### src/rtl/systolic_feeder.sv
// systolic_feeder
//   Input staging in front of an N x N output-stationary PE array. Accepts one
//   A column and one B row per beat, skews lane i by i advances, drives the
//   array-wide write enable and pads fill/drain with zeros so every PE sees
//   exactly K products per tile.
//
// Ports
//   clk, rst_n          clock (rising edge), async active-low reset
//   start, k_len        tile start pulse and reduction length (sampled in IDLE)
//   a_vec, b_vec        one A column / B row, element i at [i*DATA_WIDTH +: DATA_WIDTH]
//   in_valid, in_ready  beat handshake (ready only in FEED)
//   we                  array-wide write enable, aligned with a_row/b_col
//   a_row, b_col        skewed operands to the array edges
//   busy, done          tile in progress / one-cycle tile-complete pulse

// One skew lane: DEPTH delay stages followed by the output register.
// stg[DEPTH] is the output; only the stages in front of it are cleared on
// tile entry, so the output holds its last value until the first advance.
module systolic_feeder_lane #(
  parameter int DEPTH      = 0,
  parameter int DATA_WIDTH = 8
) (
  input  logic                  clk,
  input  logic                  rst_n,
  input  logic                  clr,
  input  logic                  adv,
  input  logic [DATA_WIDTH-1:0] din,
  output logic [DATA_WIDTH-1:0] dout
);
  logic [DEPTH:0][DATA_WIDTH-1:0] stg;

  always_ff @(posedge clk or negedge rst_n) begin
    if (!rst_n) begin
      stg <= '0;
    end else if (clr) begin
      for (int k = 0; k < DEPTH; k++) stg[k] <= '0;
    end else if (adv) begin
      stg[0] <= din;
      for (int k = 1; k <= DEPTH; k++) stg[k] <= stg[k-1];
    end
  end

  assign dout = stg[DEPTH];
endmodule

module systolic_feeder #(
  parameter int N          = 4,
  parameter int DATA_WIDTH = 8,
  parameter int K_W        = 8
) (
  input  logic                    clk,
  input  logic                    rst_n,
  input  logic                    start,
  input  logic [K_W-1:0]          k_len,
  input  logic [N*DATA_WIDTH-1:0] a_vec,
  input  logic [N*DATA_WIDTH-1:0] b_vec,
  input  logic                    in_valid,
  output logic                    in_ready,
  output logic                    we,
  output logic [N*DATA_WIDTH-1:0] a_row,
  output logic [N*DATA_WIDTH-1:0] b_col,
  output logic                    busy,
  output logic                    done
);
  localparam int DRAIN_CYC = 2*N - 2;
  localparam int DCW       = $clog2(2*N + 1);

  typedef enum logic [1:0] {IDLE, FEED, DRAIN, DONE} state_t;

  state_t         state_q, state_d;
  logic [K_W-1:0] k_q, cnt_q;
  logic [DCW-1:0] dcnt_q;
  logic           accept, adv, last_beat, drain_last, start_ok;

  logic [N-1:0][DATA_WIDTH-1:0] a_in_v, b_in_v, a_out_v, b_out_v;

  assign in_ready   = (state_q == FEED);
  assign accept     = in_valid & in_ready;
  // During DRAIN every cycle is an advance that injects zeros.
  assign adv        = accept | (state_q == DRAIN);
  // K is never zero in FEED, so K-1 cannot underflow.
  assign last_beat  = accept && (cnt_q == k_q - K_W'(1));
  assign drain_last = (state_q == DRAIN) && (dcnt_q == DCW'(DRAIN_CYC - 1));
  assign start_ok   = (state_q == IDLE) && start && (k_len != '0);
  assign busy       = (state_q != IDLE);
  assign done       = (state_q == DONE);

  always_ff @(posedge clk or negedge rst_n) begin
    if (!rst_n) state_q <= IDLE;
    else        state_q <= state_d;
  end

  always_comb begin
    state_d = state_q;
    case (state_q)
      IDLE:    if (start) state_d = (k_len != '0) ? FEED : DONE;
      FEED:    if (last_beat) state_d = (N > 1) ? DRAIN : DONE;
      DRAIN:   if (drain_last) state_d = DONE;
      DONE:    state_d = IDLE;
      default: state_d = IDLE;
    endcase
  end

  always_ff @(posedge clk or negedge rst_n) begin
    if (!rst_n) begin
      k_q    <= '0;
      cnt_q  <= '0;
      dcnt_q <= '0;
      we     <= 1'b0;
    end else begin
      we <= adv;
      if (start_ok) begin
        k_q   <= k_len;
        cnt_q <= '0;
      end else if (accept) begin
        cnt_q <= cnt_q + K_W'(1);
      end
      if (state_q == DRAIN) dcnt_q <= dcnt_q + DCW'(1);
      else                  dcnt_q <= '0;
    end
  end

  // Zero injection in DRAIN pushes the last real beat out through every lane.
  assign a_in_v = (state_q == DRAIN) ? '0 : a_vec;
  assign b_in_v = (state_q == DRAIN) ? '0 : b_vec;

  for (genvar i = 0; i < N; i++) begin : g_lane
    systolic_feeder_lane #(.DEPTH(i), .DATA_WIDTH(DATA_WIDTH)) u_a (
      .clk(clk), .rst_n(rst_n), .clr(start_ok), .adv(adv),
      .din(a_in_v[i]), .dout(a_out_v[i])
    );
    systolic_feeder_lane #(.DEPTH(i), .DATA_WIDTH(DATA_WIDTH)) u_b (
      .clk(clk), .rst_n(rst_n), .clr(start_ok), .adv(adv),
      .din(b_in_v[i]), .dout(b_out_v[i])
    );
  end

  assign a_row = a_out_v;
  assign b_col = b_out_v;
endmodule

### config.mk
export PLATFORM = sky130hd
export DESIGN_NAME = systolic_feeder
export DESIGN_NICKNAME = d
export VERILOG_FILES = /design/src/rtl/systolic_feeder.sv
export SDC_FILE = /design/constraint.sdc
export NUM_CORES = 1
export LEC_CHECK = 0
export CELL_PAD_IN_SITES_DETAIL_PLACEMENT = 1
export CELL_PAD_IN_SITES_GLOBAL_PLACEMENT = 1
export CORE_AREA = 2 2 138 174
export CTS_CLUSTER_DIAMETER = 150
export CTS_CLUSTER_SIZE = 20
export DETAILED_ROUTE_END_ITERATION = 12
export DIE_AREA = 0 0 140 176
export HOLD_SLACK_MARGIN = 0.06
export PLACE_DENSITY = 0.85
export SLEW_MARGIN = 20
export SYNTH_ARGS = -nofsm -noshare
export SYNTH_HDL_FRONTEND = slang
export SYNTH_HIERARCHICAL = 1
export SYNTH_SLANG_ARGS = --single-unit
### constraint.sdc
create_clock -name clk -period 2.7 [get_ports clk]
set_input_delay 0.54 -clock clk [delete_from_list [all_inputs] [get_ports clk]]
set_output_delay 0.54 -clock clk [all_outputs]
set_load 0.01 [all_outputs]
==> results.json, run 1 <==
{
  "rsz0062_at_grt": "false",
  "clk_path_buf_depth": 2,
  "crit_path_end_kind": "output port",
  "dpl_cell_area_um2": 10200,
  "synth-seq-area-share_pct": 51.8,
  "wl_per_cell_um": 17.4,
  "avgSynthCellArea_um2": 12.4,
  "first_pass_iters": 11,
  "skew_ns": 0.00916,
  "synthCells": 712,
  "p_leak_nw": 5.09,
  "yosysMostFrequentCell": "dfrtp_1",
  "antenna_found_initial": 2,
  "r2r-end": "g_lane[3].u_a/stg[5]$_DFFE_PN0P_",
  "nNetsFinal": 894,
  "final_cell_area_um2": 10800,
  "synth_flop_cell": "dfrtp_1",
  "synth_common_cells": "dfrtp_1, nor2_1, mux2i_1",
  "grt_pass1_vias": 5723,
  "synth-seq-cells": 183,
  "seqPwrFrac_pct": 36.3,
  "area_growth_pct": 22.0,
  "r2r_start": "state_q[1]$_DFFE_PN0P_",
  "pwr-share-clk_pct": 18.6,
  "worstSetupPathType": "reg2out",
  "clkSlewWorstSetupHoldPaths_ns": 0.07,
  "synth-async-reset-ratio_pct": 100,
  "grt_pass1_wl_um": 31300,
  "ys_warn_count": 6,
  "final_core_util_pct": 47.1,
  "reg2regPathDepth": 8,
  "p_int_w": 0.00821,
  "cts_hold_buf": 0,
  "yosys.area.top_type": "dfrtp_1",
  "place.gp.congestion": 0.763,
  "vias": 5324,
  "synth_edf_count": 0,
  "p_sw_w": 0.00454,
  "cp.required_ns": 2.16,
  "drv_slew": 0,
  "root_buffer": "clkbuf_16",
  "ant_nets": 0,
  "drive_gt1_share_pct": 17.2,
  "ys_types": 39,
  "portBuffers": 143,
  "num_rows": 62,
  "synth_nets": 797,
  "cts_made_buffers": 17,
  "syn_area_um2": 8840,
  "cts_resized": 0,
  "routed_via_density": 4.79,
  "die_w_um": 140,
  "grt_max_degree": 69,
  "core_um2": 22900,
  "ff2ff_setup_slack_ns": 0.48,
  "max_slew_margin_pct": 61.9,
  "worstSkewPairLatency_ns": 0.42,
  "critPathMaxFanout": 7,
  "setup_violations": 0,
  "synth.top_cells.by_area": "dfrtp_1, mux2i_1, mux2_4",
  "grt_use_total_pct": 16.1,
  "fin_crit_ns": 2.41,
  "post_cts_buffers": 0,
  "die_height_um": 176,
  "start_util_pct": 38.6,
  "wirelength_um": 19300,
  "fin_crit_sh_pct": 89.2,
  "htreeDepth": 4,
  "maxCapViolations": 0,
  "hold_viol_final": 0,
  "dpl_worst_slack_ns": 0.207,
  "die_area_um2": 24600,
  "drtIter0Drc": 173,
  "power_density_nw_per_um2": 1180,
  "cp.arrival_ns": 1.87,
  "dp_hpwl_um": 13900,
  "drcViolationCount": 11,
  "setup_slack_ns": 0.293,
  "cts_sinks": 183,
  "status": "finished with violations",
  "hold_class": "in2async",
  "critPathLaunchType": "register",
  "tightest_slew_ns": 0.571,
  "overflow": 0,
  "io_pins": 144,
  "swShare_pct": 35.6,
  "finalSetupTns_ns": 0,
  "vdd_drop_max_mv": 0.533,
  "synth_top_cell_area_share_pct": 51.8,
  "max_freq_mhz": 415,
  "violations": "design-rule violations",
  "cts_tree": "done",
  "combPwrFrac_pct": 45.2
}
## logic make-up after synthesis
| group | synth area share [%] |
|---|---|
| simple gates | 13.2 |
| buf+inv | 8.03 |
| xor+xnor | 1.68 |
| fa+ha+maj | 1.27 |
| compound gates | 1.54 |
| flops | 51.8 |
| mux | 22.5 |
## cells in the final DEF (no fill, tap or decap), types with 8 or more instances in the layout
cell type        Yosys  routed
dfrtp_1            183     183
clkdlybuf4s50_1      0     142
nor2_1             106     106
mux2i_1             96      96
nor2b_1             69      69
mux2_4              64      64
buf_4               56      18
clkbuf_16            0      17
xor2_1              11      11
nand2_1             10      10
ha_1                 9       8
## critical path: stages (launching register included)
cell             delay, ns
dfrtp_1               0.42
inv_1                 0.14
ha_1                  0.31
clkdlybuf4s50_1       0.58
## how the worst max path moves through the flow
stage	from	to	slack [ns]	cells after the start
6_report	state_q[1]$_DFFE_PN0P_	in_ready	0.29	3
5_1_grt	state_q[1]$_DFFE_PN0P_	in_ready	0.18	3
4_1_cts	state_q[1]$_DFFE_PN0P_	in_ready	0.27	3
2_1_floorplan	state_q[0]$_DFFE_PN0P_	g_lane[2].u_a/dout[0]$_DFFE_PN0P_	0.22	9
3_3_place_gp	k_len[1]	g_lane[1].u_b/dout[5]$_DFFE_PN0P_	0.29	7
3_5_place_dp	k_len[1]	g_lane[1].u_b/dout[4]$_DFFE_PN0P_	0.21	7
## power by group through the flow
stage	registers [W]	clock network (W)	logic, W
2_1_floorplan	0.00444	0	0.00454
3_3_place_gp	0.00460	0	0.00561
3_5_place_dp	0.00467	0	0.00584
4_1_cts	0.00464	0.00245	0.00586
5_1_grt	0.00477	0.00256	0.00627
6_report	0.00462	0.00237	0.00576
## through the flow
stage                     total power (W)  hold WS (ns)  instances
after floorplan                   0.00898         0.244        712
after CTS                          0.0129        0.0695       1110
final                              0.0128        0.0653       1111
after global placement             0.0102         0.485       1078
after global routing               0.0136        0.0797       1111
after detailed placement           0.0105         0.497       1078
## area by class of cell
| cell class | count | area, µm² |
|---|---|---|
| Fill cell | 2371 | 12100 |
| Clock inverter | 15 | 134 |
| Clock buffer | 17 | 425 |
| Tap cell | 288 | 360 |
| Multi-Input combinational cell | 434 | 3570 |
| Antenna cell | 1 | 2.50 |
| Sequential cell | 183 | 4580 |
| Timing Repair Buffer | 167 | 1690 |
| Inverter | 6 | 22.5 |
## per-layer routing
layer  vias up  wire length, µm  track usage [%]
met1      2695             8490             20.6
met5         -                0                0
li1       2506                -                -
met3        22              758             3.44
met4         0              366             5.68
met2       101             9730             27.2
## state kept, by name (all words and copies together), names as in the netlist
| signal | flops |
|---|---|
| g_lane.u_b/stg | 48 |
| we | 1 |
| k_q | 8 |
| g_lane.u_a/stg | 48 |
| g_lane.u_b/dout | 32 |
| g_lane.u_a/dout | 32 |
| cnt_q | 8 |
| state_q | 2 |
| dcnt_q | 4 |
Note: power is estimated with default switching activity, not from simulation.
==> run 2: changes to the inputs <==
CTS_BUF_LIST = sky130_fd_sc_hd__clkbuf_16   (was default)
==> results of run 2 <==
Final layout, timing and power as in run 1 (identical DEF).
